<file path="config.mk">
export PLATFORM = sky130hd
export DESIGN_NAME = lo_sweep_sequencer
export DESIGN_NICKNAME = d
export VERILOG_FILES = /design/src/rtl/lo_sweep_sequencer_pkg.sv /design/src/rtl/lo_step_timer.sv /design/src/rtl/lo_sweep_sequencer.sv
export SDC_FILE = /design/constraint.sdc
export NUM_CORES = 1
export LEC_CHECK = 0
export CAP_MARGIN = 10
export CORE_MARGIN = 8
export CORE_UTILIZATION = 56
export DETAILED_ROUTE_END_ITERATION = 6
export PLACE_DENSITY = 0.8
export SLEW_MARGIN = 25
export SYNTH_ARGS = -nofsm -noshare
export SYNTH_HDL_FRONTEND = slang
export SYNTH_SLANG_ARGS = --single-unit
export TNS_END_PERCENT = 30
</file>
<file path="constraint.sdc">
create_clock -name clk -period 2.1 [get_ports clk]
set_input_delay 0.315 -clock clk [delete_from_list [all_inputs] [get_ports clk]]
set_output_delay 0.315 -clock clk [all_outputs]
set_load 0.02 [all_outputs]
</file>
<file path="src/rtl/lo_sweep_sequencer_pkg.sv">
// lo_sweep_sequencer_pkg: shared types and constants for the LO sweep sequencer.
// Holds the FSM state encoding, divider limits and divider helper functions.
package lo_sweep_sequencer_pkg;

  typedef enum logic [1:0] {
    S_IDLE   = 2'd0,
    S_SETTLE = 2'd1,
    S_DWELL  = 2'd2
  } state_e;

  localparam logic [2:0] DIV_MIN = 3'd1;
  localparam logic [2:0] DIV_MAX = 3'd7;

  localparam int SETTLE_CYC_DEF = 8;

  // The divider treats 0 and 1 identically, so 0 is folded onto 1.
  function automatic logic [2:0] norm_div(input logic [2:0] d);
    return (d == 3'd0) ? DIV_MIN : d;
  endfunction

  // One step toward the end setting; never wraps through 0/7.
  function automatic logic [2:0] step_div(input logic [2:0] d,
                                          input logic       up);
    if (up) return (d == DIV_MAX) ? d : d + 3'd1;
    else    return (d == DIV_MIN) ? d : d - 3'd1;
  endfunction

endpackage

</file>
<file path="src/rtl/lo_step_timer.sv">
// lo_step_timer: loadable down-counter with a terminal indication.
// Ports: clk, rst_n, load_i/load_val_i (preset), en_i (count), zero_o (count is 0).
module lo_step_timer #(
  parameter int W = 4
) (
  input  logic         clk,
  input  logic         rst_n,
  input  logic         load_i,
  input  logic [W-1:0] load_val_i,
  input  logic         en_i,
  output logic         zero_o
);

  logic [W-1:0] cnt_q, cnt_d;

  always_comb begin
    cnt_d = cnt_q;
    if (load_i)
      cnt_d = load_val_i;
    else if (en_i && cnt_q != '0)
      cnt_d = cnt_q - W'(1);
  end

  always_ff @(posedge clk or negedge rst_n) begin
    if (!rst_n) cnt_q <= '0;
    else        cnt_q <= cnt_d;
  end

  // Loaded with N-1 on entry, so zero marks the Nth (last) cycle.
  assign zero_o = (cnt_q == '0);

endmodule

</file>
<file path="src/rtl/lo_sweep_sequencer.sv">
// lo_sweep_sequencer: steps the internal LO divider through a range with settle/dwell
// timing, mutes during retune, and yields to external-LO requests.
// Ports: clk, rst_n; start/stop pulses; continuous, start_div, end_div, dwell
// (latched at start); ext_req; outputs ext_lo_en, int_lo_settings, mute, busy,
// step_done, sweep_done (all registered).
module lo_sweep_sequencer
  import lo_sweep_sequencer_pkg::*;
#(
  parameter int DWELL_W    = 16,
  parameter int SETTLE_CYC = SETTLE_CYC_DEF,
  parameter int SETTLE_W   = 4
) (
  input  logic               clk,
  input  logic               rst_n,
  input  logic               start,
  input  logic               stop,
  input  logic               continuous,
  input  logic [2:0]         start_div,
  input  logic [2:0]         end_div,
  input  logic [DWELL_W-1:0] dwell,
  input  logic               ext_req,
  output logic               ext_lo_en,
  output logic [2:0]         int_lo_settings,
  output logic               mute,
  output logic               busy,
  output logic               step_done,
  output logic               sweep_done
);

  localparam logic [SETTLE_W-1:0] ST_LOAD =
    SETTLE_W'(SETTLE_CYC - 1);

  state_e state_q, state_d;

  logic               ext_q;
  logic               ext_en_q, ext_en_d;
  logic [2:0]         set_q, set_d;
  logic               mute_q, mute_d;
  logic               busy_q, busy_d;
  logic               step_q, step_d;
  logic               sweep_q, sweep_d;
  logic               cont_q, cont_d;
  logic               up_q, up_d;
  logic [2:0]         first_q, first_d;
  logic [2:0]         last_q, last_d;
  logic [DWELL_W-1:0] dwm1_q, dwm1_d;

  logic st_load, st_en, st_zero;
  logic dw_load, dw_en, dw_zero;

  logic [2:0] sd_n, ed_n;
  logic       abort;

  assign sd_n  = norm_div(start_div);
  assign ed_n  = norm_div(end_div);
  // Only a rising ext_req aborts; a held request keeps the block idle.
  assign abort = stop | (ext_req & ~ext_q);

  lo_step_timer #(.W(SETTLE_W)) u_settle (
    .clk        (clk),
    .rst_n      (rst_n),
    .load_i     (st_load),
    .load_val_i (ST_LOAD),
    .en_i       (st_en),
    .zero_o     (st_zero)
  );

  lo_step_timer #(.W(DWELL_W)) u_dwell (
    .clk        (clk),
    .rst_n      (rst_n),
    .load_i     (dw_load),
    .load_val_i (dwm1_q),
    .en_i       (dw_en),
    .zero_o     (dw_zero)
  );

  always_comb begin
    state_d  = state_q;
    ext_en_d = ext_en_q;
    set_d    = set_q;
    mute_d   = mute_q;
    busy_d   = busy_q;
    step_d   = 1'b0;
    sweep_d  = 1'b0;
    cont_d   = cont_q;
    up_d     = up_q;
    first_d  = first_q;
    last_d   = last_q;
    dwm1_d   = dwm1_q;
    st_load  = 1'b0;
    st_en    = 1'b0;
    dw_load  = 1'b0;
    dw_en    = 1'b0;

    unique case (state_q)
      S_IDLE: begin
        ext_en_d = ext_req;
        if (start && !ext_req && !stop) begin
          cont_d  = continuous;
          first_d = sd_n;
          last_d  = ed_n;
          up_d    = (ed_n >= sd_n);
          dwm1_d  = (dwell == '0) ? '0 : dwell - DWELL_W'(1);
          set_d   = sd_n;
          mute_d  = 1'b1;
          busy_d  = 1'b1;
          st_load = 1'b1;
          state_d = S_SETTLE;
        end
      end

      S_SETTLE: begin
        if (abort) begin
          ext_en_d = ext_req;
          mute_d   = 1'b0;
          busy_d   = 1'b0;
          state_d  = S_IDLE;
        end else if (st_zero) begin
          mute_d  = 1'b0;
          dw_load = 1'b1;
          state_d = S_DWELL;
        end else begin
          st_en = 1'b1;
        end
      end

      S_DWELL: begin
        if (abort) begin
          ext_en_d = ext_req;
          mute_d   = 1'b0;
          busy_d   = 1'b0;
          state_d  = S_IDLE;
        end else if (dw_zero) begin
          step_d = 1'b1;
          if (set_q != last_q) begin
            set_d   = step_div(set_q, up_q);
            mute_d  = 1'b1;
            st_load = 1'b1;
            state_d = S_SETTLE;
          end else begin
            sweep_d = 1'b1;
            if (cont_q) begin
              set_d   = first_q;
              mute_d  = 1'b1;
              st_load = 1'b1;
              state_d = S_SETTLE;
            end else begin
              ext_en_d = ext_req;
              busy_d   = 1'b0;
              state_d  = S_IDLE;
            end
          end
        end else begin
          dw_en = 1'b1;
        end
      end

      default: begin
        mute_d  = 1'b0;
        busy_d  = 1'b0;
        state_d = S_IDLE;
      end
    endcase
  end

  always_ff @(posedge clk or negedge rst_n) begin
    if (!rst_n) begin
      state_q  <= S_IDLE;
      ext_q    <= 1'b0;
      ext_en_q <= 1'b0;
      set_q    <= DIV_MIN;
      mute_q   <= 1'b0;
      busy_q   <= 1'b0;
      step_q   <= 1'b0;
      sweep_q  <= 1'b0;
      cont_q   <= 1'b0;
      up_q     <= 1'b0;
      first_q  <= DIV_MIN;
      last_q   <= DIV_MIN;
      dwm1_q   <= '0;
    end else begin
      state_q  <= state_d;
      ext_q    <= ext_req;
      ext_en_q <= ext_en_d;
      set_q    <= set_d;
      mute_q   <= mute_d;
      busy_q   <= busy_d;
      step_q   <= step_d;
      sweep_q  <= sweep_d;
      cont_q   <= cont_d;
      up_q     <= up_d;
      first_q  <= first_d;
      last_q   <= last_d;
      dwm1_q   <= dwm1_d;
    end
  end

  assign ext_lo_en       = ext_en_q;
  assign int_lo_settings = set_q;
  assign mute            = mute_q;
  assign busy            = busy_q;
  assign step_done       = step_q;
  assign sweep_done      = sweep_q;

endmodule

</file>
**After elaboration in Yosys (flattened, before gate mapping)**

Index checks and enable logic that the tools add are counted.

- $add $sub $neg: 5
- $lt $le $gt $ge: 1
- Eq/ne operators: 17
- Mux-type cells: 66
- Bitwise gates (word level): 3
- Reductions and logical operators: 24

Operator list:

| cell | count |
|---|---|
| $mux W16 | 3 |
| $mux W1 | 40 |
| $logic_not A16 Y1 | 2 |
| $sub A16 B1 Y16 const B | 2 |
| $mux W3 | 10 |
| $reduce_bool A16 Y1 | 1 |
| $ne A3 B3 Y1 const B | 5 |
| $ne A4 B4 Y1 const B | 3 |
| $mux W2 | 5 |
| $reduce_and A5 Y1 | 2 |
| $pmux W1 S3 | 3 |
| $mux W4 | 2 |
| $ne A2 B2 Y1 const B | 4 |
| $reduce_and A7 Y1 | 1 |
| $logic_not A3 Y1 | 2 |
| $pmux W2 S3 | 1 |
| $pmux W3 S2 | 1 |
| $reduce_bool A2 Y1 | 3 |
| $logic_and A1 B1 Y1 | 4 |
| $logic_not A4 Y1 | 1 |
| $reduce_and A4 Y1 | 1 |
| $reduce_bool A4 Y1 | 1 |
| $sub A4 B1 Y4 const B | 1 |
| $add A3 B1 Y3 const B | 1 |
| 16 further kinds | 17 |

- Register bits: 55
- Bits of input ports: 28
- Output and inout bits: 8
- Logic and storage cells: 131

**Depth between registers and ports, before layout**

- Depth in word-level cells: 8
- Depth in mapped cells: 8
- Depth with buffers taken out: 7

**By module**

A second synthesis with hierarchy kept.

- Cell total of the unflattened synthesis: 363
- Area total of the unflattened synthesis: 3335.7 um2

Modules (own cells, without submodules):

| module | times used | cells each | area an instance (um2) | sequential area each (um2) |
|---|---|---|---|---|
| lo_sweep_sequencer | 1 | 212 | 2001.9 | 879.6 |
| lo_step_timer (u_dwell) | 1 | 124 | 1063.5 | 400.4 |
| lo_step_timer (u_settle) | 1 | 27 | 270.3 | 100.1 |

**Least setup slack after synthesis**

OpenSTA, ideal clock, no wires.

- Path type: register to register
- Start: reg set_q[0], in the netlist int_lo_settings[0]
- End: reg mute_q, in the netlist mute
- Library setup time: 119 ps
- Data arrival time: 1852 ps
- Setup slack: 129 ps
- Cell stages (with the launch flop): 6
- Path buffers: 0
- Clock period less this slack: 1971 ps
- Cells stage by stage: dfstp_2 xnor2_1 nand3_1 or2_2 a21boi_1 a21bo_2

- Word-level cells in the longest chain between the ends: 5
- Elaborated cells on any way between the ends: 7

Ends and longest elaborated chain:

| element | RTL line | RTL |
|---|---|---|
| from (decl) | lo_sweep_sequencer.sv:37 | `logic [2:0] set_q, set_d;` |
| from (signal assigned) | lo_sweep_sequencer.sv:185 | `set_q <= set_d;` |
| $ne A3 B3 Y1 (*) | lo_sweep_sequencer.sv:135 | `if (set_q != last_q) begin` |
| $mux W1 | lo_sweep_sequencer.sv:135 |  |
| $mux W1 | lo_sweep_sequencer.sv:133 | `end else if (dw_zero) begin` |
| $mux W1 | lo_sweep_sequencer.sv:128 | `if (abort) begin` |
| $pmux W1 S3 | lo_sweep_sequencer.sv:95 | `unique case (state_q)` |
| to (signal assigned) | lo_sweep_sequencer.sv:186 | `mute_q <= mute_d;` |
| to (decl) | lo_sweep_sequencer.sv:38 | `logic mute_q, mute_d;` |

Every way passes the cells marked *; elsewhere a longest branch is shown, timed or not. The select of a mux whose other input is x is not followed.
A chain may end at the register's enable or synchronous reset.

**Worst setup path after layout**

- Start: in dwell[10]
- End: reg dwm1_q[14]

- Word-level cells in the longest chain between the ends: 2
- Elaborated cells on any way between the ends: 3

Ends and longest elaborated chain:

| element | RTL line | RTL |
|---|---|---|
| from (decl) | lo_sweep_sequencer.sv:20 | `input logic [DWELL_W-1:0] dwell,` |
| $sub A16 B1 Y16 / $logic_not A16 Y1 (equally long branches) | lo_sweep_sequencer.sv:103 | `dwm1_d = (dwell == '0) ? '0 : dwell - DWELL_W'(1);` |
| $mux W16 (*) | lo_sweep_sequencer.sv:103 |  |
| to (signal assigned) | lo_sweep_sequencer.sv:194 | `dwm1_q <= dwm1_d;` |
| to (decl) | lo_sweep_sequencer.sv:46 | `logic [DWELL_W-1:0] dwm1_q, dwm1_d;` |

Every way passes the cells marked *; elsewhere a longest branch is shown, timed or not.

==> results.txt <==
----------------------------------------------------
[Run status]
  Result of the run ... complete, no violations

[Clocking]
  Buffer type at the clock tree root ... clkbuf_8
  Clock latency at the later pin of the worst-skew pair ... 310 ps
  TritonCTS buffer count ... 5
  Clock edge transition at the registers on the reported setup and hold paths ... 100 ps
  Bufs on Longest Clock Path ... 2
  Number of H-tree levels ... 2
  CTS tree ... built
  Clk sink count ... 55

[Final layout]
  Ratio of cells with drive above 1 in the final layout ... 24.3%
  Area growth from synthesis to layout ... 27.4%
  Number of nets in the final layout ... 442
  Number of diodes ... 0
  Combined flip-flop and latch cell area ... 0.00138 mm²
  Number of fill cells ... 397
  Share of the core filled with cells in the final layout ... 74.1%
  Area of the multi-input gates ... 0.00172 mm²

[Detailed routing]
  Number of nets with antenna violations after routing ... 0
  Total wire length after detailed routing ... 6.99 mm
  DRC violations left ... 0
  Mean number of vias per cell ... 5.74
  Detailed router's first-iteration violation count ... 160
  Detailed-routing iteration count for the pre-antenna-repair pass ... 4
  Total via count in the routed design ... 2728
  DR WL/cell ... 14.7 µm

[Pwr]
  Power density normalized to cell area ... 681 mW/mm²
  Highest ir drop seen on vdd ... 0.430 mV
  Leakage ... 1.82 nW
  Post-route total power ... 2.78 mW

[Logic synthesis]
  Number of warnings printed during yosys synthesis ... 0
  Mapped Area ... 0.00320 mm²
  Fraction of synthesis flops using an asynchronous set or reset pin ... 100%
  Number of library cell types mapped by synthesis ... 58
  Post-Synthesis Mean Instance Area ... 10.0 µm²
  Post-Synthesis Cells ... 320
  Flop and latch count out of synthesis ... 55
  Dominant synthesized flop cell ... dfrtp_1
  Net count after synthesis ... 360
  Proportion of synthesized chip area in sequential cells ... 43.1%
  Post-synth EDFFs ... 0

[STA]
  Post-route clock skew ... 4.85 ps
  Max frequency ... 492 MHz
  Tightest hold margin ... 57.4 ps
  Crit path setup slack, layout ... 65.9 ps
  Share of the clock period used by the worst path ... 96.9%
  Slew Viols, Final ... 0
  Final Hold Fails ... 0
  Final setup violation count ... 0
  Worst-margin pin slew ... 737 ps
  Minimum clock period ... 2030 ps
  Rel. slew slack ... 50.9%

[Critical path]
  Crit Path Class ... input pin to flip-flop
  CP arrival ... 2240 ps
  Critical path startpoint category ... input pin
  Critical path capture point type ... flip-flop
  Max Fanout on Critical Path ... 6
  Required time of the critical path ... 2300 ps

[Die]
  Number of placement rows ... 27
  Die Ht ... 91.6 µm
  Placeable core area ... 0.00551 mm²
  Boundary Pins ... 36
  Die Footprint ... 0.00840 mm²
  Die width ... 91.6 µm
  Starting density of the core ... 58.2%

[Placement]
  Number of port buffers ... 35
  Post-detailed-placement half-perimeter wirelength ... 5.49 mm
  Routability Congestion ... 0.835
  Setup slack at placement ... -289 ps

[GRT]
  Largest net degree at the start of global routing ... 33
  Vias in the first global route ... 2790
  Number of antenna violations at the first check in global routing ... 0
  Global routing usage summed across all routing layers ... 17.1%
  Total congestion overflow after global routing ... 0
  First-pass GRT wire length ... 11.9 mm

[Hold path]
  Min-delay worst type ... input pin to asynchronous set/reset pin

[Job]
  Count of max-cap constraint violations ... 0

----------------------------------------------------
-- sequential cells by signal (all words and copies together), names as in the netlist --
register and flops:
dwm1_q 16, u_dwell.cnt_q 16, u_settle.cnt_q 4, first_q 3, int_lo_settings 3, last_q 3, state_q 2, busy 1
cont_q 1, ext_lo_en 1, ext_q 1, mute 1, step_done 1, sweep_done 1, up_q 1
-- worst max-delay path: stages --
cell and delay (ps):
clkdlybuf4s50_1 420, or4_4 540, or3_4 380, nor2_1 90
a41o_2 240, buf_4 170, o21ai_2 70
-- cell usage after synthesis (all sizes together) (4+ instances only) --
cell / count / area (µm²)
ha: 12 / 150
o211ai: 15 / 113
nor2b: 4 / 25.0
inv: 13 / 48.8
mux2i: 6 / 60.1
or3: 5 / 41.3
dfrtp: 52 / 1300
clkbuf: 4 / 25.0
nor3: 10 / 61.3
or2: 4 / 25.0
nor4: 5 / 52.6
xnor2: 17 / 149
or4: 4 / 33.8
o21ai: 30 / 199
nand2: 50 / 188
nor2: 16 / 62.6
o311ai: 7 / 61.3
nand3: 10 / 50.1
buf: 4 / 41.3
mux2: 7 / 78.8
xor2: 6 / 52.6
-- path summary, 6_finish.rpt --
| path | startpoint | endpoint | slack [ps] | cells past startpoint |
|---|---|---|---|---|
| max in group asynchronous | rst_n | dwm1_q[13] | 1480 | 2 |
| worst max register to register | u_dwell.cnt_q[12] | u_dwell.cnt_q[4] | 100 | 5 |
| min in group clk | first_q[0] | first_q[0] | 490 | 2 |
| worst min register to register | first_q[0] | first_q[0] | 490 | 2 |
| worst max-delay path | dwell[10] | dwm1_q[14] | 70 | 7 |
| worst min-delay path | rst_n | int_lo_settings[1] | 60 | 1 |
-- routing by layer --
| metal | GRT usage (%) | share of wire [%] |
|---|---|---|
| met2 | 31.6 | 53 |
| met5 | 0 | 0 |
| met4 | 7.37 | 1.5 |
| met1 | 18.3 | 41 |
| met3 | 3.59 | 4.3 |
-- what timing repair did --
| item | CTS | global route |
|---|---|---|
| gates resized for setup | 0 | 4 |
| setup endpoints to repair | 0 | 8 |
| buffers inserted | 0 | 1 |
| hold buffers | 0 | 0 |
-- area by class of cell --
type / count / share of cell area (%)
inverter: 13 / 1.20
sequential: 55 / 33.8
clock inverter: 3 / 0.613
clock buffer: 5 / 1.69
multi-input combinational: 243 / 42.1
tap: 72 / 2.21
timing repair buffer: 84 / 18.4
-- cell usage in the layout (no fill, tap or decap), types with 5 or more instances in the layout --
cell	instances
nand2_1	50
xor2_1	6
ha_1	12
o21ai_2	10
o211ai_1	15
clkbuf_8	5
nor3_1	8
nand3_1	10
dfrtp_1	52
buf_4	46
o311ai_0	7
nor2_1	15
xnor2_1	17
mux2_2	7
clkdlybuf4s50_1	34
o21ai_0	19
mux2i_1	6
inv_1	13
-- where the power goes --
| part | total, mW | switching [mW] | leakage [nW] | internal, mW |
|---|---|---|---|---|
| registers | 1.34 | 0.115 | 0.688 | 1.23 |
| clock network | 0.591 | 0.352 | 0.0443 | 0.239 |
| logic | 0.844 | 0.412 | 1.09 | 0.432 |
| total | 2.78 | 0.880 | 1.82 | 1.90 |
-- metrics by stage --
step / instance area (µm²) / setup TNS [ps] / instances
finish: 4080 / 0 / 475
global route: 4080 / -10.6 / 475
CTS: 4060 / 0 / 474
detailed placement: 3960 / -6270 / 466
global placement: 3960 / -4100 / 466
floorplan: 3200 / 0 / 320
-- cell families after synthesis --
family                   share of synthesized area (%)
XOR/XNOR                                          6.29
AO/OA/AOI/OAI                                     16.5
adder cells (fa/ha/maj)                           4.69
flip-flops                                        43.1
AND/OR/NAND/NOR                                   21.2
multiplexers                                      4.34
buffers and inverters                             3.87
No activity file was read; power rests on OpenSTA's default activity.
